===== config.mk =====
export PLATFORM = sky130hd
export DESIGN_NAME = johnson_phase_monitor
export DESIGN_NICKNAME = d
export VERILOG_FILES = /design/src/rtl/johnson_phase_monitor.sv
export SDC_FILE = /design/constraint.sdc
export NUM_CORES = 1
export LEC_CHECK = 0
export CELL_PAD_IN_SITES_DETAIL_PLACEMENT = 0
export CELL_PAD_IN_SITES_GLOBAL_PLACEMENT = 1
export CORE_UTILIZATION = 43
export DETAILED_ROUTE_END_ITERATION = 8
export PLACE_DENSITY = 0.92
export SLEW_MARGIN = 30
export SYNTH_ARGS = -nofsm -noshare
export SYNTH_HDL_FRONTEND = slang
export SYNTH_SLANG_ARGS = --single-unit

===== constraint.sdc =====
create_clock -name clk -period 6.69 [get_ports clk]
set_input_delay 1.6725 -clock clk [delete_from_list [all_inputs] [get_ports clk]]
set_output_delay 1.6725 -clock clk [all_outputs]
set_load 0.1 [all_outputs]

===== src/rtl/johnson_phase_monitor.sv =====
// Validates and decodes a 4-bit Johnson counter code into phase/one-hot, tracks sequence lock and revolutions.
// Optional saturating error counter enabled by defining JPM_ERR_CNT_EN.
module johnson_phase_monitor #(
  parameter int LOCK_LEN = 4,
  parameter int REV_W    = 8
) (
  input  logic             clk,
  input  logic             rst,
  input  logic             clr,
  input  logic [3:0]       jc_in,
  output logic [2:0]       phase,
  output logic [7:0]       phase_oh,
  output logic             valid,
  output logic             locked,
  output logic             rev_pulse,
  output logic [REV_W-1:0] rev_count,
  output logic             err_illegal,
  output logic             err_seq,
  output logic [7:0]       err_count
);

  typedef enum logic [1:0] {UNLOCK, ACQ, LOCK} state_t;

  localparam logic [3:0] LOCK_CNT = 4'(LOCK_LEN);

  state_t     state, state_nxt;
  logic [3:0] good_cnt, good_nxt;
  logic [3:0] prev_code;
  logic       have_prev;

  logic       legal, hold, adv, skip, seq_err, rev_hit;
  logic [2:0] cur_ph, prev_ph;
  logic [3:0] good_inc;

  function automatic logic is_legal(input logic [3:0] c);
    case (c)
      4'b0000, 4'b1000, 4'b1100, 4'b1110,
      4'b1111, 4'b0111, 4'b0011, 4'b0001: is_legal = 1'b1;
      default:                            is_legal = 1'b0;
    endcase
  endfunction

  function automatic logic [2:0] dec_phase(input logic [3:0] c);
    case (c)
      4'b1000: dec_phase = 3'd1;
      4'b1100: dec_phase = 3'd2;
      4'b1110: dec_phase = 3'd3;
      4'b1111: dec_phase = 3'd4;
      4'b0111: dec_phase = 3'd5;
      4'b0011: dec_phase = 3'd6;
      4'b0001: dec_phase = 3'd7;
      default: dec_phase = 3'd0;
    endcase
  endfunction

  // Sequence classes are only meaningful against a legal previous sample.
  always_comb begin
    legal    = is_legal(jc_in);
    cur_ph   = dec_phase(jc_in);
    prev_ph  = dec_phase(prev_code);
    hold     = legal && have_prev && (jc_in == prev_code);
    adv      = legal && have_prev && !hold && (cur_ph == prev_ph + 3'd1);
    skip     = legal && have_prev && !hold && !adv;
    good_inc = good_cnt + 4'd1;
  end

  always_comb begin
    state_nxt = state;
    good_nxt  = good_cnt;
    seq_err   = 1'b0;
    case (state)
      UNLOCK: begin
        if (legal) begin
          state_nxt = ACQ;
          good_nxt  = 4'd0;
        end
      end
      ACQ: begin
        if (!legal) begin
          state_nxt = UNLOCK;
        end else if (adv) begin
          good_nxt = good_inc;
          if (good_inc == LOCK_CNT) state_nxt = LOCK;
        end else if (skip) begin
          seq_err  = 1'b1;
          good_nxt = 4'd0;
        end
      end
      LOCK: begin
        if (!legal) begin
          state_nxt = UNLOCK;
        end else if (skip) begin
          seq_err   = 1'b1;
          state_nxt = ACQ;
          good_nxt  = 4'd0;
        end
      end
      default: begin
        state_nxt = UNLOCK;
        good_nxt  = 4'd0;
      end
    endcase
  end

  // A LOCK-entering advance happens in ACQ, so it never counts as a revolution.
  assign rev_hit = (state == LOCK) && adv && (prev_ph == 3'd7);

  always_ff @(posedge clk or posedge rst) begin
    if (rst) begin
      state     <= UNLOCK;
      good_cnt  <= 4'd0;
      prev_code <= 4'd0;
      have_prev <= 1'b0;
    end else begin
      state     <= state_nxt;
      good_cnt  <= good_nxt;
      have_prev <= legal;
      if (legal) prev_code <= jc_in;
    end
  end

  always_ff @(posedge clk or posedge rst) begin
    if (rst) begin
      phase       <= 3'd0;
      phase_oh    <= 8'd0;
      valid       <= 1'b0;
      locked      <= 1'b0;
      rev_pulse   <= 1'b0;
      rev_count   <= '0;
      err_illegal <= 1'b0;
      err_seq     <= 1'b0;
    end else begin
      valid       <= legal;
      locked      <= (state_nxt == LOCK);
      rev_pulse   <= rev_hit;
      err_illegal <= !legal;
      err_seq     <= seq_err;
      if (legal) begin
        phase    <= cur_ph;
        phase_oh <= 8'(1) << cur_ph;
      end else begin
        phase_oh <= 8'd0;
      end
      if (clr)          rev_count <= '0;
      else if (rev_hit) rev_count <= rev_count + REV_W'(1);
    end
  end

`ifdef JPM_ERR_CNT_EN
  logic [7:0] err_cnt_q;

  always_ff @(posedge clk or posedge rst) begin
    if (rst)
      err_cnt_q <= 8'd0;
    else if (clr)
      err_cnt_q <= 8'd0;
    else if ((!legal || seq_err) && (err_cnt_q != 8'hFF))
      err_cnt_q <= err_cnt_q + 8'd1;
  end

  assign err_count = err_cnt_q;
`else
  assign err_count = 8'd0;
`endif

endmodule

=== Word-level counts from Yosys, hierarchy flattened ===
Memory sizes are Yosys's and may differ from the RTL's.
Cells that the tools add are included.

* Register bits: 34
* Bits in read-only memories: 16
* Memories kept: 1

* Add/sub/neg operators: 3
* Equal/unequal tests: 24
* Shift operators: 1
* Multiplexer cells: 23
* Reductions and logical operators: 13

{| class="wikitable"
|+ Memories
! memory !! depth !! bits a word !! rd ports !! clocked after Yosys merged registers in !! wr ports !! RTL line !! RTL
|-
| (no name shown) || 16 || 1 || 1 || 0 || 0 || 36 || <nowiki>case (c)</nowiki>
|}

{| class="wikitable"
|+ Operators with widths
! operator !! number
|-
| $pmux W3 S7 || 2
|-
| $eq A4 B4 Y1 const B || 8
|-
| $mux W8 || 3
|-
| $mux W4 || 5
|-
| $eq A4 B3 Y1 const B || 3
|-
| $mux W2 || 6
|-
| $pmux W4 S3 || 1
|-
| $add A8 B1 Y8 const B || 1
|-
| $eq A4 B1 Y1 const B || 2
|-
| $eq A4 B2 Y1 const B || 2
|-
| $shl A1 B3 Y8 const A || 1
|-
| $logic_and A1 B1 Y1 || 7
|-
| $ne A2 B2 Y1 const B || 3
|-
| $pmux W2 S3 || 1
|-
| $add A4 B1 Y4 const B || 1
|-
| $eq A2 B2 Y1 const B || 2
|-
| $eq A4 B4 Y1 || 1
|-
| $mux W1 || 4
|-
| $add A3 B1 Y3 const B || 1
|-
| $eq A3 B3 Y1 || 1
|-
| $eq A3 B3 Y1 const B || 1
|-
| $logic_not A1 Y1 || 3
|-
| $reduce_and A3 Y1 || 1
|-
| $eq A2 B1 Y1 const B || 1
|-
| other kinds (3) || 3
|}

=== Depth between registers and ports, before layout ===
Gate-level depths: netlist (run 1).
An unclocked memory read counts as a cell.

* Depth after elaboration: 12
* Mapped depth: 12

=== Worst setup path before layout (run 1) ===
Ideal clock, no wire load.

* Path kind: input-to-reg
* From: input port jc_in[2]
* To: register rev_count[5]
* Library setup time: 125 ps
* Arrival time: 3552 ps
* Required time: 6565 ps
* Setup slack: 3013 ps
* Cell stages on the path: 10
* Path buffers: 4
* Cells stage by stage: buf_6 > or2_1 > buf_6 > and3b_1 > clkbuf_2 > or3_1 > buf_6 > nor3_4 > nand3_1 > mux2_4

* Longest elaborated chain between the ends: 9

{| class="wikitable"
|+ Ends and longest elaborated chain
! element !! RTL line !! RTL
|-
| start: declaration || 10 || <nowiki>input logic [3:0] jc_in,</nowiki>
|-
| $mem_v2 Z16 W1 || - ||
|-
| $logic_and A1 B1 Y1 || 61, 62 ||
|-
| $logic_and A1 B1 Y1 || 61 || <nowiki>hold = legal && have_prev && (jc_in == prev_code);</nowiki>
|-
| $logic_not A1 Y1 || 62 || <nowiki>adv = legal && have_prev && !hold && (cur_ph == prev_ph + 3'd1);</nowiki>
|-
| $logic_and A1 B1 Y1 || 62 ||
|-
| $logic_and A1 B1 Y1 * || 62 ||
|-
| $logic_and A1 B1 Y1 * (2 in series) || 106 || <nowiki>assign rev_hit = (state == LOCK) && adv && (prev_ph == 3'd7);</nowiki>
|-
| $reduce_bool A2 Y1 (no source line) * || - ||
|-
| end signal: assignment || 145 || <nowiki>else if (rev_hit) rev_count <= rev_count + REV_W'(1);</nowiki>
|-
| end: declaration || 16 || <nowiki>output logic [REV_W-1:0] rev_count,</nowiki>
|}

Every way passes the cells marked *; elsewhere a longest branch is shown, timed or not.
A chain may end at the register's enable or synchronous reset.

=== Final worst setup path (run 1) ===
* From: input port jc_in[2]
* To: register locked

* Longest elaborated chain between the ends: 12

{| class="wikitable"
|+ Ends and longest elaborated chain
! element !! RTL line !! RTL
|-
| $mem_v2 Z16 W1 || - ||
|-
| $logic_and A1 B1 Y1 || 61, 62, 63 ||
|-
| $logic_and A1 B1 Y1 || 61 ||
|-
| $logic_not A1 Y1 || 62, 63 ||
|-
| $logic_and A1 B1 Y1 || 62, 63 ||
|-
| $logic_and A1 B1 Y1 || 62 ||
|-
| $logic_not A1 Y1 || 63 || <nowiki>skip = legal && have_prev && !hold && !adv;</nowiki>
|-
| $logic_and A1 B1 Y1 || 63 ||
|-
| $mux W2 || 92 || <nowiki>end else if (skip) begin</nowiki>
|-
| $mux W2 || 90 || <nowiki>if (!legal) begin</nowiki>
|-
| $pmux W2 S3 * || 71 || <nowiki>case (state)</nowiki>
|-
| $eq A2 B2 Y1 * || 134 || <nowiki>locked <= (state_nxt == LOCK);</nowiki>
|-
| end signal: assignment || 134 ||
|-
| end: declaration || 14 || <nowiki>output logic locked,</nowiki>
|}

Marks and branches as above.

==> flow_summary.toml, run 1 <==
[pwr]
p_per_area_mw_per_mm2 = 252.3
p_sw_share_pct = 39.81
p_seq_share_pct = 37.6
p_int_uw = 376.4
p_leak_uw = 0.001093
peakVddDrop_mv = 0.09928
switchingPower_uw = 249.0
pwr-share-clk_pct = 24.9
pwr-share-comb_pct = 37.6

[cts]
cts_resized = 0
cts_tree = "yes"
clk_pin_slew_ns = 0.07
hold_buffers = 0
h-tree-depth = 2
cts_setup_buffers = 0
clock-sinks = 34
clockBufferDepth = 2
numCtsBuffers = 5
insertion_delay_ns = 0.29
root_buffer = "clkbuf_8"

[timing]
setup_viol = 0
hold_viol = 0
timing.final.crit_share_pct = 64.28
max_freq_mhz = 232.5
tightest_slew_ns = 0.9774
slew_headroom_pct = 34.64
clock_skew_ns = 0.008188
slew_viol_final = 0
finalSetupTns_ns = 0
rsz0062_at_grt = "false"
fin_crit_ns = 4.300

[floorplan]
placementRows = 25
start_util_pct = 44.92
io_pins = 39
core_area_sq_mm = 0.004755
dieArea_sq_mm = 0.005253
fp.dieH_um = 72.48
die_w_um = 72.48

[synth]
ys_types = 52
synth_fa_ha_area_share_pct = 5.272
synth_compound_area_share_pct = 13.01
syn_area_per_cell_sq_um = 9.206
netlist_area_sq_mm = 0.002136
synth_seq_area_share_pct = 39.84
synth_xor_area_share_pct = 6.151
synth.area.mux_share_pct = 3.808
synth_async_sr_flop_share_pct = 100.0
ys_warn_count = 0
synth_top_family_by_area = "simple AND/OR/NAND/NOR gates"
syn_inst = 232
ys_ff_latch = 34
synthFlopType = "dfrtp_1"
synth_edf_count = 0
yosys.area_share.simple_pct = 22.55

[place]
gp_congestion = 0.8171
dp.cells = 313
port_buffers = 30
dp_hpwl_um = 2870

[global_routing]
grt_start_max_net_pins = 35
overflow = 0
grt_usage_pct = 17.28
grt_pass1_vias = 1521
antenna_found_initial = 0
grt_pass1_wl_um = 7044

[status]
run_status = "complete, no violations"

[worst_setup_path]
worstSetupEndpointType = "flip-flop"
worstSetupStartpointType = "input port"
crit_arrival_ns = 4.48
path_max_fanout = 17
worstPathCellList = "clkdlybuf4s50_1 > or2_1 > o221ai_1 > nand4_2 > a311o_1 > a222oi_1 > nor4bb_1"
crit_path_top_delay_cell = "clkdlybuf4s50_1"
path_buf_inv = 1
critPathMaxStageDelay_ns = 0.71
critical-path-top-delay-family = "simple AND/OR/NAND/NOR gates"
required_ns = 6.87
path_class = "input port to flip-flop"

[final_layout]
area_growth_pct = 16.05
drive_gt1_share_pct = 6.693
final_cell_count_no_fill = 321
diodes = 0
layout.nets = 269

[routing]
wire_per_inst_um = 12.57
final_antenna_net_count = 0
dr.pass1.iters = 5
drc = 0
drt-initial-drc-count = 100
route.vias.total = 1621
post_drt_via_cell_ratio = 5.050
drt_wl_total_um = 4036

[run]
maxCapViolCount = 0

[hold_path]
hold_path_class = "flip-flop to flip-flop"
==> per-stage QoR <==
stage	total power, uW	worst slack [ns]	instance area (sq um)	hold WS [ns]	util, %
after global routing	663.0	2.176	2479	0.6006	52.13
after floorplan	435.2	3.013	2162	0.4990	-
after global placement	469.0	2.235	2387	0.5149	50.21
after detailed placement	471.0	2.098	2387	0.5528	50.21
final	625.4	2.390	2479	0.5657	52.13
after CTS	630.4	2.381	2479	0.5735	52.13
==> final timing paths <==
kind,from,endpoint,slack [ns],depth (start not counted)
max,jc_in[2],locked,2.39,7
min,good_cnt[3],good_cnt[3],0.57,2
max reg2reg,prev_code[0],locked,3.39,10
min reg2reg,good_cnt[3],good_cnt[3],0.57,2
max in group asynchronous,rst,prev_code[1],4.58,3
min in group asynchronous,rst,prev_code[3],1.78,3
==> layer usage <==
layer  vias to the layer above  GRT usage, %  share of wire, %
met1                       746         22.77                48
li1                        826             -                 -
met3                         7         3.750               3.7
met5                         -             0                 0
met4                         0         7.407               1.8
met2                        42         27.41                46
==> area by class of cell <==
type                    count  area (sq um)
clock buffers               7         86.33
clock inverters             1         5.005
fillers                   451          2276
inverters                   8         30.03
multi-input cells         173          1115
flip-flops and latches     34         850.8
well taps                  67         83.83
repair buffers             31         307.8
==> registers in the layout (all words and copies together) (netlist names) <==
| name | flops |
|---|---|
| phase | 3 |
| phase_oh | 8 |
| err_illegal | 1 |
| rev_pulse | 1 |
| valid | 1 |
| rev_count | 8 |
| locked | 1 |
| err_seq | 1 |
| good_cnt | 4 |
| prev_code | 4 |
| state | 2 |
==> cell usage after synthesis (all sizes together), types with 2 or more instances <==
cell type / n / area [sq um]
nor2: 28 / 105.1
nand2b: 6 / 37.54
o22ai: 2 / 12.51
o221ai: 2 / 17.52
inv: 8 / 30.03
or2: 2 / 12.51
nor4: 2 / 12.51
xnor2: 7 / 61.31
nor2b: 6 / 37.54
buf: 19 / 146.4
xor2: 8 / 70.07
ha: 9 / 112.6
a211oi: 2 / 15.01
nand3: 9 / 45.04
o32ai: 2 / 17.52
clkbuf: 5 / 20.01
and3: 3 / 18.77
and4: 2 / 17.52
nor3: 6 / 46.30
nand3b: 2 / 15.01
nand2: 20 / 75.07
a21oi: 8 / 40.04
a22o: 2 / 17.52
dfrtp: 34 / 850.8
mux2: 6 / 71.31
o21ai: 14 / 70.07
==> cells by family (layout without fill, tap and decap cells) <==
kind of cell	count (synthesis)	count (layout)
fa+ha+maj	9	9
other cells	1	8
simple gates	93	93
compound gates	41	41
buf+inv	32	47
xor+xnor	15	15
flops	34	34
mux	7	7
==> power groups by stage <==
stage          Combinational [uW]  Clock [uW]  Sequential [uW]
5_1_grt                       255         170              238
4_1_cts                       234         162              235
3_5_place_dp                  232           0              239
2_1_floorplan                 154           0              281
6_report                      235         155              235
3_3_place_gp                  231           0              238
==> tightest hold or removal path, cell delays in order, from the launching register on <==
cell,delay [ns]
dfrtp_1,0.41
nand2_1,0.06
o21ai_0,0.06
==> cell usage in the layout, fill, tap and decap left out, types with 2 or more instances in the layout <==
cell             Yosys  routed
nor2b_1              6       6
nand2_1             20      20
clkdlybuf4s50_1      0      30
ha_1                 9       9
and3_1               3       3
xnor2_1              7       7
o221ai_1             2       2
mux2_2               3       3
a22o_1               2       2
dfrtp_1             34      34
o21ai_0             14      14
nor4_1               2       2
nand3_1              9       9
clkbuf_8             0       6
nand3b_1             2       2
mux2_1               2       2
conb_1               1       8
inv_1                8       8
a211oi_1             2       2
nand2b_1             6       6
and4_1               2       2
o32ai_1              2       2
o22ai_1              2       2
nor2_1              28      28
or2_1                2       2
a21oi_1              8       8
nor3_1               4       4
xor2_1               8       8
Power figures use the tool's default switching activity.
==> run 2: changes to the inputs <==
--- a/config.mk
+++ b/config.mk
@@ -7,9 +7,9 @@
 export LEC_CHECK = 0
 export CELL_PAD_IN_SITES_DETAIL_PLACEMENT = 0
 export CELL_PAD_IN_SITES_GLOBAL_PLACEMENT = 1
-export CORE_UTILIZATION = 43
+export CORE_UTILIZATION = 36
 export DETAILED_ROUTE_END_ITERATION = 8
-export PLACE_DENSITY = 0.92
+export PLACE_DENSITY = 0.83
 export SLEW_MARGIN = 30
 export SYNTH_ARGS = -nofsm -noshare
 export SYNTH_HDL_FRONTEND = slang
==> constraint.sdc (replaced) <==
create_clock -name clk -period 3.8 [get_ports clk]
set_input_delay 0.95 -clock clk [delete_from_list [all_inputs] [get_ports clk]]
set_output_delay 0.95 -clock clk [all_outputs]
set_load 0.1 [all_outputs]
==> flow_summary.toml, run 2 (synthesized netlist as in run 1, its figures left out) <==
[cts]
hold_buffers = 0
cts_setup_buffers = 0
clock-sinks = 34
insertion_delay_ns = 0.29
clk_pin_slew_ns = 0.07
numCtsBuffers = 5
cts_tree = "yes"
clockBufferDepth = 2
root_buffer = "clkbuf_8"
cts_resized = 0
h-tree-depth = 2

[global_routing]
grt_usage_pct = 14.95
grt_pass1_wl_um = 7196
antenna_found_initial = 0
grt_pass1_vias = 1547
overflow = 0
grt_start_max_net_pins = 21

[pwr]
p_sw_share_pct = 39.86
p_leak_uw = 0.001122
peakVddDrop_mv = 0.1760
pwr-share-comb_pct = 38.4
switchingPower_uw = 445.3
p_int_uw = 671.9
p_per_area_mw_per_mm2 = 441.6
p_seq_share_pct = 37.1
pwr-share-clk_pct = 24.5

[final_layout]
final_cell_mix = "dfrtp_1 (34), clkdlybuf4s50_1 (30), nor2_1 (28)"
area_growth_pct = 18.45
finalCoreUtilization_pct = 45.11
layout.nets = 275
final_cell_count_no_fill = 332
multi_input_area_sq_mm = 0.001115
regArea_sq_um = 850.8
layout_commonest_cell = "dfrtp_1"
fillers = 585
diodes = 0
drive_gt1_share_pct = 8.846
reg.largest.list = "phase_oh: 8 flops, rev_count: 8 flops"

[timing]
timing.final.crit_share_pct = 86.42
slew_viol_final = 0
finalSetupTns_ns = 0
setup_viol = 0
max_freq_mhz = 304.5
clock_skew_ns = 0.006254
hold_viol = 0
slew_headroom_pct = 34.90
rsz0062_at_grt = "false"
tightest_slew_ns = 0.9735
fin_crit_ns = 3.284

[status]
run_status = "complete, no violations"

[floorplan]
io_pins = 39
placementRows = 27
dieArea_sq_mm = 0.006245
core_area_sq_mm = 0.005608
die_w_um = 79.03
start_util_pct = 38.09
fp.dieH_um = 79.03

[routing]
final_antenna_net_count = 0
drt_wl_total_um = 4179
wire_per_inst_um = 12.59
dr.pass1.iters = 4
drt-initial-drc-count = 69
drc = 0
post_drt_via_cell_ratio = 4.940
route.vias.total = 1640

[place]
port_buffers = 30
gp_congestion = 0.8098
dp_hpwl_um = 3132
dp.cells = 324

[run]
maxCapViolCount = 0

[worst_setup_path]
worstSetupEndpointType = "flip-flop"
crit_arrival_ns = 3.47
path_class = "input port to flip-flop"
worstSetupStartpointType = "input port"
required_ns = 3.99
path_max_fanout = 16

[hold_path]
hold_path_class = "flip-flop to flip-flop"
[run 2: power groups by stage]
stage                     sequential, uW  clock [uW]  combinational [uW]
after floorplan                      495           0                 271
after global placement               420           0                 421
after detailed placement             421           0                 425
after CTS                            414         286                 428
after global routing                 419         303                 466
final                                415         273                 429
[run 2: path summary, 6_finish.rpt]
kind / endpoint / slack (ns) / startpoint / cells past startpoint
hold reg to reg: phase[0] / 0.54 / phase[0] / 2
hold / removal: phase[0] / 0.54 / phase[0] / 2
max in group asynchronous: err_seq / 2.11 / rst / 3
setup reg to reg: locked / 0.73 / prev_code[0] / 10
min in group asynchronous: phase_oh[0] / 1.01 / rst / 2
setup / recovery: locked / 0.52 / jc_in[0] / 7
[run 2: stage by stage]
step	hold WS [ns]	cell area, sq um	setup WS [ns]	total power, uW
2_1_floorplan	0.4990	2162	0.8454	766.2
3_3_place_gp	0.5079	2439	0.2774	840.9
3_5_place_dp	0.5191	2439	0.2284	845.7
4_1_cts	0.5451	2530	0.5365	1128
5_1_grt	0.5940	2530	0.3340	1189
6_report	0.5360	2530	0.5162	1117
[run 2: cell type report]
cell class | count | share of cell area [%]
multi-input cells | 173 | 44.07
flip-flops and latches | 34 | 33.63
repair buffers | 37 | 13.95
well taps | 72 | 3.561
clock buffers | 7 | 3.412
inverters | 8 | 1.187
clock inverters | 1 | 0.1978
[run 2: metal layers]
layer,GRT usage [%],wire (um)
met1,19.88,2062
met2,22.67,1896
met5,0,0
met3,3.678,146
met4,7.091,74
[run 2: critical path, stage by stage]
cell	delay [ns]
clkdlybuf4s50_1	0.69
xor2_1	0.29
o41ai_2	0.45
nor3_1	0.12
a22o_1	0.26
a222oi_1	0.39
nor4bb_1	0.32
